`config.mk`:
```
export PLATFORM = sky130hd
export DESIGN_NAME = axi_inter_wr_arb
export DESIGN_NICKNAME = d
export VERILOG_FILES = /design/src/rtl/axi_inter_pkg.sv /design/src/rtl/axi_inter_rr_pick.sv /design/src/rtl/axi_inter_wr_arb.sv
export SDC_FILE = /design/constraint.sdc
export NUM_CORES = 1
export LEC_CHECK = 0
export ABC_AREA = 1
export BUFFER_PORTS_ARGS = -buffer_cell sky130_fd_sc_hd__buf_2
export CAP_MARGIN = 40
export CORE_ASPECT_RATIO = 0.75
export CORE_MARGIN = 5
export CORE_UTILIZATION = 48
export CTS_BUF_LIST = sky130_fd_sc_hd__clkbuf_4
export DETAILED_ROUTE_END_ITERATION = 12
export PLACE_DENSITY = 0.86
export SKIP_LAST_GASP = 1
export SYNTH_ARGS = -nofsm -noshare
export SYNTH_HDL_FRONTEND = slang
export SYNTH_HIERARCHICAL = 1
export SYNTH_SLANG_ARGS = --single-unit
```
`constraint.sdc`:
```
create_clock -name clk -period 1.5 [get_ports clk]
set_input_delay 0.3 -clock clk [delete_from_list [all_inputs] [get_ports clk]]
set_output_delay 0.3 -clock clk [all_outputs]
set_load 0.01 [all_outputs]
```
`src/rtl/axi_inter_pkg.sv`:
```
// ---------------------------------------------------------------------------
// axi_inter_pkg
// Shared types and helpers for the AXI4 interconnect arbiters.
//   wr_arb_state_t : write-arbiter FSM encoding (IDLE / DATA / RESP)
//   n_masters()    : number of masters addressed by a select code width
// ---------------------------------------------------------------------------
package axi_inter_pkg;

    typedef enum logic [1:0] {
        IDLE = 2'd0,
        DATA = 2'd1,
        RESP = 2'd2
    } wr_arb_state_t;

    // A select code of sel_width bits addresses 2**sel_width masters.
    function automatic int n_masters(input int sel_width);
        return 1 << sel_width;
    endfunction

endpackage : axi_inter_pkg

```
`src/rtl/axi_inter_rr_pick.sv`:
```
// ---------------------------------------------------------------------------
// axi_inter_rr_pick
// Combinational round-robin picker shared by the read and write arbiters.
// Searches req upward starting at ptr, wrapping modulo N_M, and reports the
// first set bit.
//   req   [N_M]       : request vector
//   ptr   [SEL_WIDTH] : highest-priority index for this search
//   idx   [SEL_WIDTH] : winning index (0 when nothing is requested)
//   found             : at least one request is set
// ---------------------------------------------------------------------------
module axi_inter_rr_pick
    import axi_inter_pkg::*;
#(
    parameter  int SEL_WIDTH = 2,
    localparam int N_M       = n_masters(SEL_WIDTH)
) (
    input  logic [N_M-1:0]       req,
    input  logic [SEL_WIDTH-1:0] ptr,
    output logic [SEL_WIDTH-1:0] idx,
    output logic                 found
);

    logic [SEL_WIDTH-1:0] cand;

    // NOTE: every signal written in always_comb gets a default before any
    // conditional assignment; otherwise a latch is inferred.
    always_comb begin
        idx   = '0;
        found = 1'b0;
        cand  = '0;
        for (int i = 0; i < N_M; i++) begin
            // SEL_WIDTH-bit addition wraps modulo N_M for free.
            cand = ptr + SEL_WIDTH'(i);
            if (!found && req[cand]) begin
                idx   = cand;
                found = 1'b1;
            end
        end
    end

endmodule : axi_inter_rr_pick

```
`src/rtl/axi_inter_wr_arb.sv`:
```
// ---------------------------------------------------------------------------
// axi_inter_wr_arb
// Write-path arbiter for one slave port of the AXI4 interconnect. Grants one
// master round-robin and holds the grant for a full write transaction
// (AW, W burst through WLAST, then B). Drives the AW/W mux / B demux select
// and per-channel enables that gate valid/ready through the selectors.
//   clk, rst               : clock, synchronous active-high reset
//   m_awvalid [N_M]        : per-master AWVALID requests for this slave
//   s_awvalid, s_awready   : AW handshake at the slave side
//   s_wvalid, s_wready,
//   s_wlast                : W handshake and last-beat marker
//   s_bvalid, s_bready     : B handshake at the slave side
//   sel [SEL_WIDTH]        : mux/demux select code
//   grant [N_M]            : one-hot grant, zero when idle
//   aw_en, w_en, b_en      : channel pass enables
//   busy                   : a transaction is in flight
// All outputs decode registered state only; no input reaches an output
// combinationally.
// ---------------------------------------------------------------------------
module axi_inter_wr_arb
    import axi_inter_pkg::*;
#(
    parameter  int SEL_WIDTH = 2,
    localparam int N_M       = n_masters(SEL_WIDTH)
) (
    input  logic                 clk,
    input  logic                 rst,
    input  logic [N_M-1:0]       m_awvalid,
    input  logic                 s_awvalid,
    input  logic                 s_awready,
    input  logic                 s_wvalid,
    input  logic                 s_wready,
    input  logic                 s_wlast,
    input  logic                 s_bvalid,
    input  logic                 s_bready,
    output logic [SEL_WIDTH-1:0] sel,
    output logic [N_M-1:0]       grant,
    output logic                 aw_en,
    output logic                 w_en,
    output logic                 b_en,
    output logic                 busy
);

    wr_arb_state_t        state_q,   state_d;
    logic [SEL_WIDTH-1:0] sel_q,     sel_d;
    logic [SEL_WIDTH-1:0] rr_ptr_q,  rr_ptr_d;
    logic                 aw_done_q, aw_done_d;
    logic                 w_done_q,  w_done_d;

    logic [SEL_WIDTH-1:0] pick_idx;
    logic                 pick_found;
    logic                 aw_hs;
    logic                 wlast_hs;
    logic                 b_hs;

    axi_inter_rr_pick #(
        .SEL_WIDTH (SEL_WIDTH)
    ) u_pick (
        .req   (m_awvalid),
        .ptr   (rr_ptr_q),
        .idx   (pick_idx),
        .found (pick_found)
    );

    // Handshakes only count while the channel is enabled, so a slave that
    // asserts BVALID early is blocked rather than consumed.
    assign aw_hs    = s_awvalid & s_awready & aw_en;
    assign wlast_hs = s_wvalid & s_wready & s_wlast & w_en;
    assign b_hs     = s_bvalid & s_bready & b_en;

    // -----------------------------------------------------------------------
    // State register
    // -----------------------------------------------------------------------
    // NOTE: sequential state uses non-blocking assignments so every register
    // samples the pre-edge value of every other register.
    always_ff @(posedge clk) begin
        if (rst) begin
            state_q   <= IDLE;
            sel_q     <= '0;
            rr_ptr_q  <= '0;
            aw_done_q <= 1'b0;
            w_done_q  <= 1'b0;
        end else begin
            state_q   <= state_d;
            sel_q     <= sel_d;
            rr_ptr_q  <= rr_ptr_d;
            aw_done_q <= aw_done_d;
            w_done_q  <= w_done_d;
        end
    end

    // -----------------------------------------------------------------------
    // Next-state logic
    // -----------------------------------------------------------------------
    always_comb begin
        state_d   = state_q;
        sel_d     = sel_q;
        rr_ptr_d  = rr_ptr_q;
        aw_done_d = aw_done_q;
        w_done_d  = w_done_q;

        unique case (state_q)
            IDLE: begin
                // Requests are only looked at here; changes in DATA/RESP
                // cannot disturb the current grant.
                if (pick_found) begin
                    state_d = DATA;
                    sel_d   = pick_idx;
                end
            end
            DATA: begin
                if (aw_hs)    aw_done_d = 1'b1;
                if (wlast_hs) w_done_d  = 1'b1;
                // Either order, or both in one cycle, completes the request.
                if ((aw_done_q | aw_hs) && (w_done_q | wlast_hs)) begin
                    state_d = RESP;
                end
            end
            RESP: begin
                if (b_hs) begin
                    state_d   = IDLE;
                    aw_done_d = 1'b0;
                    w_done_d  = 1'b0;
                    rr_ptr_d  = sel_q + SEL_WIDTH'(1);
                end
            end
            default: begin
                state_d   = IDLE;
                aw_done_d = 1'b0;
                w_done_d  = 1'b0;
            end
        endcase
    end

    // -----------------------------------------------------------------------
    // Output decode (registered state only)
    // -----------------------------------------------------------------------
    always_comb begin
        sel   = sel_q;
        grant = '0;
        aw_en = 1'b0;
        w_en  = 1'b0;
        b_en  = 1'b0;
        busy  = 1'b0;

        unique case (state_q)
            DATA: begin
                grant = {{(N_M-1){1'b0}}, 1'b1} << sel_q;
                busy  = 1'b1;
                aw_en = ~aw_done_q;
                w_en  = ~w_done_q;
            end
            RESP: begin
                grant = {{(N_M-1){1'b0}}, 1'b1} << sel_q;
                busy  = 1'b1;
                b_en  = 1'b1;
            end
            default: ;
        endcase
    end

endmodule : axi_inter_wr_arb
```
-- After elaboration in Yosys (flattened, before gate mapping)
Cells that the tools add are included.
- register bits after elaboration: 8
- input port bits: 13
- output and inout bits: 10
- logic and storage cells: 77
- add/sub/neg operators: 4
- magnitude comparators: 4
- equality and inequality tests: 7
- shift operators: 1
- mux-type cells: 30
- bitwise logic cells: 12
- reduce and logical (&&, ||, !) cells: 14
- operator list (cell ; number):
    two-way mux 1 bit ; 15
    two-way mux 2 bit ; 7
    less-than comparator 2 x 3 -> 1 bit (second input constant) ; 4
    inequality test 2 bit (second input constant) ; 5
    AND reduction 3 bit ; 3
    binary-select mux 1 bit (select 2 bit) ; 4
    bitwise AND 1 bit ; 7
    one-hot mux 1 bit (3 select lines) ; 2
    one-hot mux 2 bit (3 select lines) ; 1
    adder 2 x 1 -> 2 bit (second input constant) ; 2
    adder 2 bit (second input constant) ; 2
    logical AND 1 bit ; 4
    two-way mux 4 bit ; 1
    AND reduction 2 bit ; 2
    left shift 1 x 2 -> 4 bit (first input constant) ; 1
    zero test 1 bit ; 3
    inverter 1 bit ; 3
    equality test 2 x 1 -> 1 bit (second input constant) ; 1
    equality test 2 bit (second input constant) ; 1
    zero test 2 bit ; 1
    bitwise OR 1 bit ; 2
    OR reduction 2 bit ; 1

-- Depth between registers and ports, before layout
- depth in word-level cells: 14
- depth in mapped cells: 14
- depth with buffers taken out: 14

-- Modules after synthesis
Netlist, hierarchy kept.
- by module, submodules not included (module ; times used ; cells an instance ; area each (sq um) ; seq. area each (sq um)):
    axi_inter_wr_arb ; 1 ; 77 ; 535.5 ; 160.2
    axi_inter_rr_pick ; 1 ; 59 ; 319.1 ; 0.0

-- Worst setup path after synthesis
No wires, ideal clock.
- kind: reg2reg
- start: reg rr_ptr_q[0]
- end: reg state_q[0]
- library setup time: 0.113 ns
- arrival time: 1.317 ns
- data required time: 1.387 ns
- slack: 0.070 ns
- stages on the path, launching flop included: 14
- path buffers: 1
- clock period less this slack: 1.430 ns
- path through: dfxtp_1 buf_6 nand2_1 nand2_4 nand2_1 o21ai_1 nand3b_1 inv_1 nand2_1 nand2_1 inv_1 nand4_1 nand2_1 nor2_1
- cells in the longest elaborated chain, start to end: 14
- elaborated cells on any way between the ends: 23
- those cells by class: add/sub (3); eq/ne (1); mux (12); reduce/logical (7)
- ends and longest elaborated chain (what ; line ; source):
    start, declared ; axi_inter_wr_arb.sv:46 ; logic [SEL_WIDTH-1:0] rr_ptr_q, rr_ptr_d;
    start signal, assigned ; axi_inter_wr_arb.sv:86 ; rr_ptr_q <= rr_ptr_d;
    branches (longest 11 deep; another with adder 2 x 1 -> 2 bit) ; - ;
    two-way mux 1 bit * ; axi_inter_rr_pick.sv:34 ; if (!found && req[cand]) begin
    via pick_found ; axi_inter_wr_arb.sv:51 ; logic pick_found;
    inequality test 2 bit (no source line) * ; - ;
    AND reduction 3 bit (no source line) * ; - ;
    end signal, assigned ; axi_inter_wr_arb.sv:84 ; state_q <= state_d;
    end, declared ; axi_inter_wr_arb.sv:44 ; wr_arb_state_t state_q, state_d;
Mark *: on every way through the listed nets, which the timed path passes. The select of a mux whose other input is x is not followed.
A chain may end at the register's enable or synchronous reset.

-- Worst setup path in the final report
- start: reg rr_ptr_q[0]
- end: reg sel_q[0], in the netlist sel[0]
- elaborated cells on any way between the ends: 26
- those cells by class: add/sub (3); mux (16); reduce/logical (7)
- RTL lines (what ; line ; source):
    branches (longest 11 deep; another with adder 2 x 1 -> 2 bit) ; - ;
    two-way mux 2 bit * ; axi_inter_rr_pick.sv:34 ;
    via pick_idx[0] ; axi_inter_wr_arb.sv:50 ; logic [SEL_WIDTH-1:0] pick_idx;
    end signal, assigned ; axi_inter_wr_arb.sv:85 ; sel_q <= sel_d;
    end, declared ; axi_inter_wr_arb.sv:45 ; logic [SEL_WIDTH-1:0] sel_q, sel_d;
Marks and branches as above.

==> impl_metrics.toml <==
[run_status]
status = "finished with violations"
violations = "negative setup slack"

[global_routing]
grt_pass1_wl_um = 3140
grt_max_degree = 9
overflow = 0
grt_pass1_vias = 778
grt_usage = 0.153
antenna_found_initial = 0

[detailed_routing]
drtPass1Iterations = 4
drc = 0
via_per_inst = 4.96
final_antenna_net_count = 0
wl_um = 2150
first_iter_violations = 31
routed-via-count = 942
wl_per_cell_um = 11.3

[sta]
grt_setup_unrepaired = "true"
drv_slew = 0
clock_skew_ns = 0.00185
report.final.hold_viol_count = 0
finalSetupViolCount = 1
slew_headroom = 0.810
fmax_mhz = 660
tightest_slew_ns = 0.285
post-route-period-util = 1.01
min_period_ns = 1.52
worst_slack_ns = -0.0157

[synth]
synth_nets = 157
yosysMostFrequentCell = "nand2_1"
syn_area_um2 = 855
synth_edf_count = 0
yosysSeqAreaShare = 0.187
yosys-top-cells-count = "37 x nand2_1, 24 x inv_1, 11 x nand2_2"
syn_avg_cell_area_um2 = 6.28
netlist.area_leader.share = 0.187
yosys_warnings = 6
synth_flop_cell = "dfxtp_1"
synth_area_leaders = "dfxtp_1 19%, nand2_1 16%, ha_1 12%"
ys_types = 19
synth_seq_cells = 8
synth.largest_area_cell = "dfxtp_1"
async_reset_ff_frac = 0
syn_inst = 136

[floorplan]
core_area_um2 = 1710
die_h_um = 46.5
rows = 13
dieArea_um2 = 2730
fp.dieW_um = 58.7
start_util = 0.500
boundaryPins = 23

[pwr]
switching_share = 0.495
p_sw_mw = 0.871
total_power_mw = 1.76
leakagePower_nw = 0.662
ir_drop_mv = 1.01
p_clk_frac = 0.090
intPower_mw = 0.890
p_per_area_nw_per_um2 = 1510
comb_power_share = 0.704
p_seq_frac = 0.206

[placed_design]
gp_congestion = 0.891
dpl.hpwl_um = 1620
port_buffers = 22
placed_cells = 186

[critical_path]
crit_path_end_kind = "flip-flop"
crit_top_cell = "nand2_1"
cpMaxStageDelayCell = "dfxtp_4"
critPathMaxStageDelay_ns = 0.36
cp_cell_sequence = "buf_8, nand2_1, nand2_1, nand2_1, nand2_1, a21oi_1, nand2_1, nand2_1, inv_1, o21ai_0, a21oi_1"
cp_max_fo = 7
start_kind = "flip-flop"
cp.required_ns = 1.63
criticalPathCategory = "reg -> reg"
crit_arrival_ns = 1.65

[finish]
fin_util = 0.684
final_cells = 190
multi_input_area_um2 = 666
final_nets = 191
n_antenna_cell = 0
drive_above_1_share = 0.440
nFillCells = 133
area_growth_syn_to_layout_pct = 36.7
final-seq-area_um2 = 169

[clock_network]
clock-sinks = 8
clock_latency_ns = 0.25
cts_tree = "built"
cts-root-buf = "clkbuf_4"
clk_pin_slew_worst_paths_ns = 0.05
cts_max_level = 1
cts_buffers = 3
cts_buffer_depth = 2

[flow_run]
maxCapViolations = 0

[hold_path]
hold_class = "in -> reg"
-- cell usage in the layout, fill, tap and decap left out --
cell      Yosys  final
ha_1          8      6
dfxtp_1       8      3
nor2_1        7      7
dfxtp_2       0      4
nor3_1        1      1
inv_1        24     21
nand3_1       7      6
clkbuf_4      0      3
o21ai_0       4      4
ha_4          0      2
buf_4         0      7
dfxtp_4       0      1
buf_2         0     22
nand2_2      11     10
nand2_4       3      8
nand2_1      37     33
nand3_4       0      2
nand3b_1      2      2
a21oi_1       8      8
inv_4         0      2
inv_2         3      4
nand4_1       3      3
nand3_2       4      3
nor2_2        2      2
buf_8         0      1
nor2_4        2      2
o21ai_2       0      1
-- routing by layer --
layer	GRT usage	up-vias	part of all wire
met3	0.0616	4	0.071
met2	0.269	29	0.49
met4	0.0271	0	0.020
met1	0.180	429	0.42
met5	0	-	0
li1	-	480	-
-- cells by family (layout without fill, tap and decap cells) --
group,count (synthesis),in the layout,synth area share
simple gates,79,79,0.488
buf+inv,28,60,0.132
compound gates,13,13,0.0761
fa+ha+maj,8,8,0.117
flops,8,8,0.187
-- cell type report --
type	instances	share of cell area
Clock buffer	3	0.0193
Inverter	27	0.0910
Timing Repair Buffer	30	0.152
Sequential cell	8	0.145
Multi-Input combinational cell	100	0.570
Tap cell	22	0.0236
-- worst max-delay path, delay by kind of cell (launching register included) --
kind	cells	cell delay (ns)
and+or+nand+nor	6	0.46
AOI/OAI and AO/OA	3	0.39
DFF	1	0.36
buffers and inverters	2	0.18
-- per-stage QoR --
stage	area [µm²]	hold slack [ns]	TNS, ns	setup slack [ns]
3_5_place_dp	1030	0.473	-0.0472	-0.0401
5_1_grt	1170	0.407	-0.670	-0.177
2_1_floorplan	855	0.460	0	0.0702
3_3_place_gp	1030	0.470	0	0.0323
4_1_cts	1080	0.371	0	0.000836
6_report	1170	0.383	-0.0157	-0.0157
-- power groups by stage --
stage          Combinational (mW)  Clock, mW  Sequential [mW]
2_1_floorplan               0.746          0            0.341
3_3_place_gp                 1.03          0            0.333
3_5_place_dp                 1.07          0            0.336
4_1_cts                      1.15      0.165            0.338
5_1_grt                      1.38      0.178            0.370
6_report                     1.24      0.159            0.362
-- flip-flops by register name, indices dropped and copies added (netlist names) --
name and flops:
state_q 2, aw_done_q 1, rr_ptr_q 2, w_done_q 1, sel 2
-- worst paths after layout --
| check | slack [ns] | from | endpoint | depth (start not counted) |
|---|---|---|---|---|
| max | -0.02 | rr_ptr_q[0]$_SDFFE_PP0P_ | sel[0]$_SDFFE_PP0P_ | 11 |
| min | 0.38 | rst | state_q[1]$_SDFFE_PP0P_ | 4 |
| min reg2reg | 0.48 | rr_ptr_q[1]$_SDFFE_PP0P_ | rr_ptr_q[1]$_SDFFE_PP0P_ | 2 |
| max reg2reg | -0.02 | rr_ptr_q[0]$_SDFFE_PP0P_ | sel[0]$_SDFFE_PP0P_ | 11 |
-- repair_timing --
item	CTS	global route
buffers inserted	0	1
hold buffers	0	0
resized for setup	6	23
pin swaps	0	3
endpoints found under the hold margin	0	0
setup endpoints to repair	8	10
Note: power is estimated with default switching activity, not from simulation.
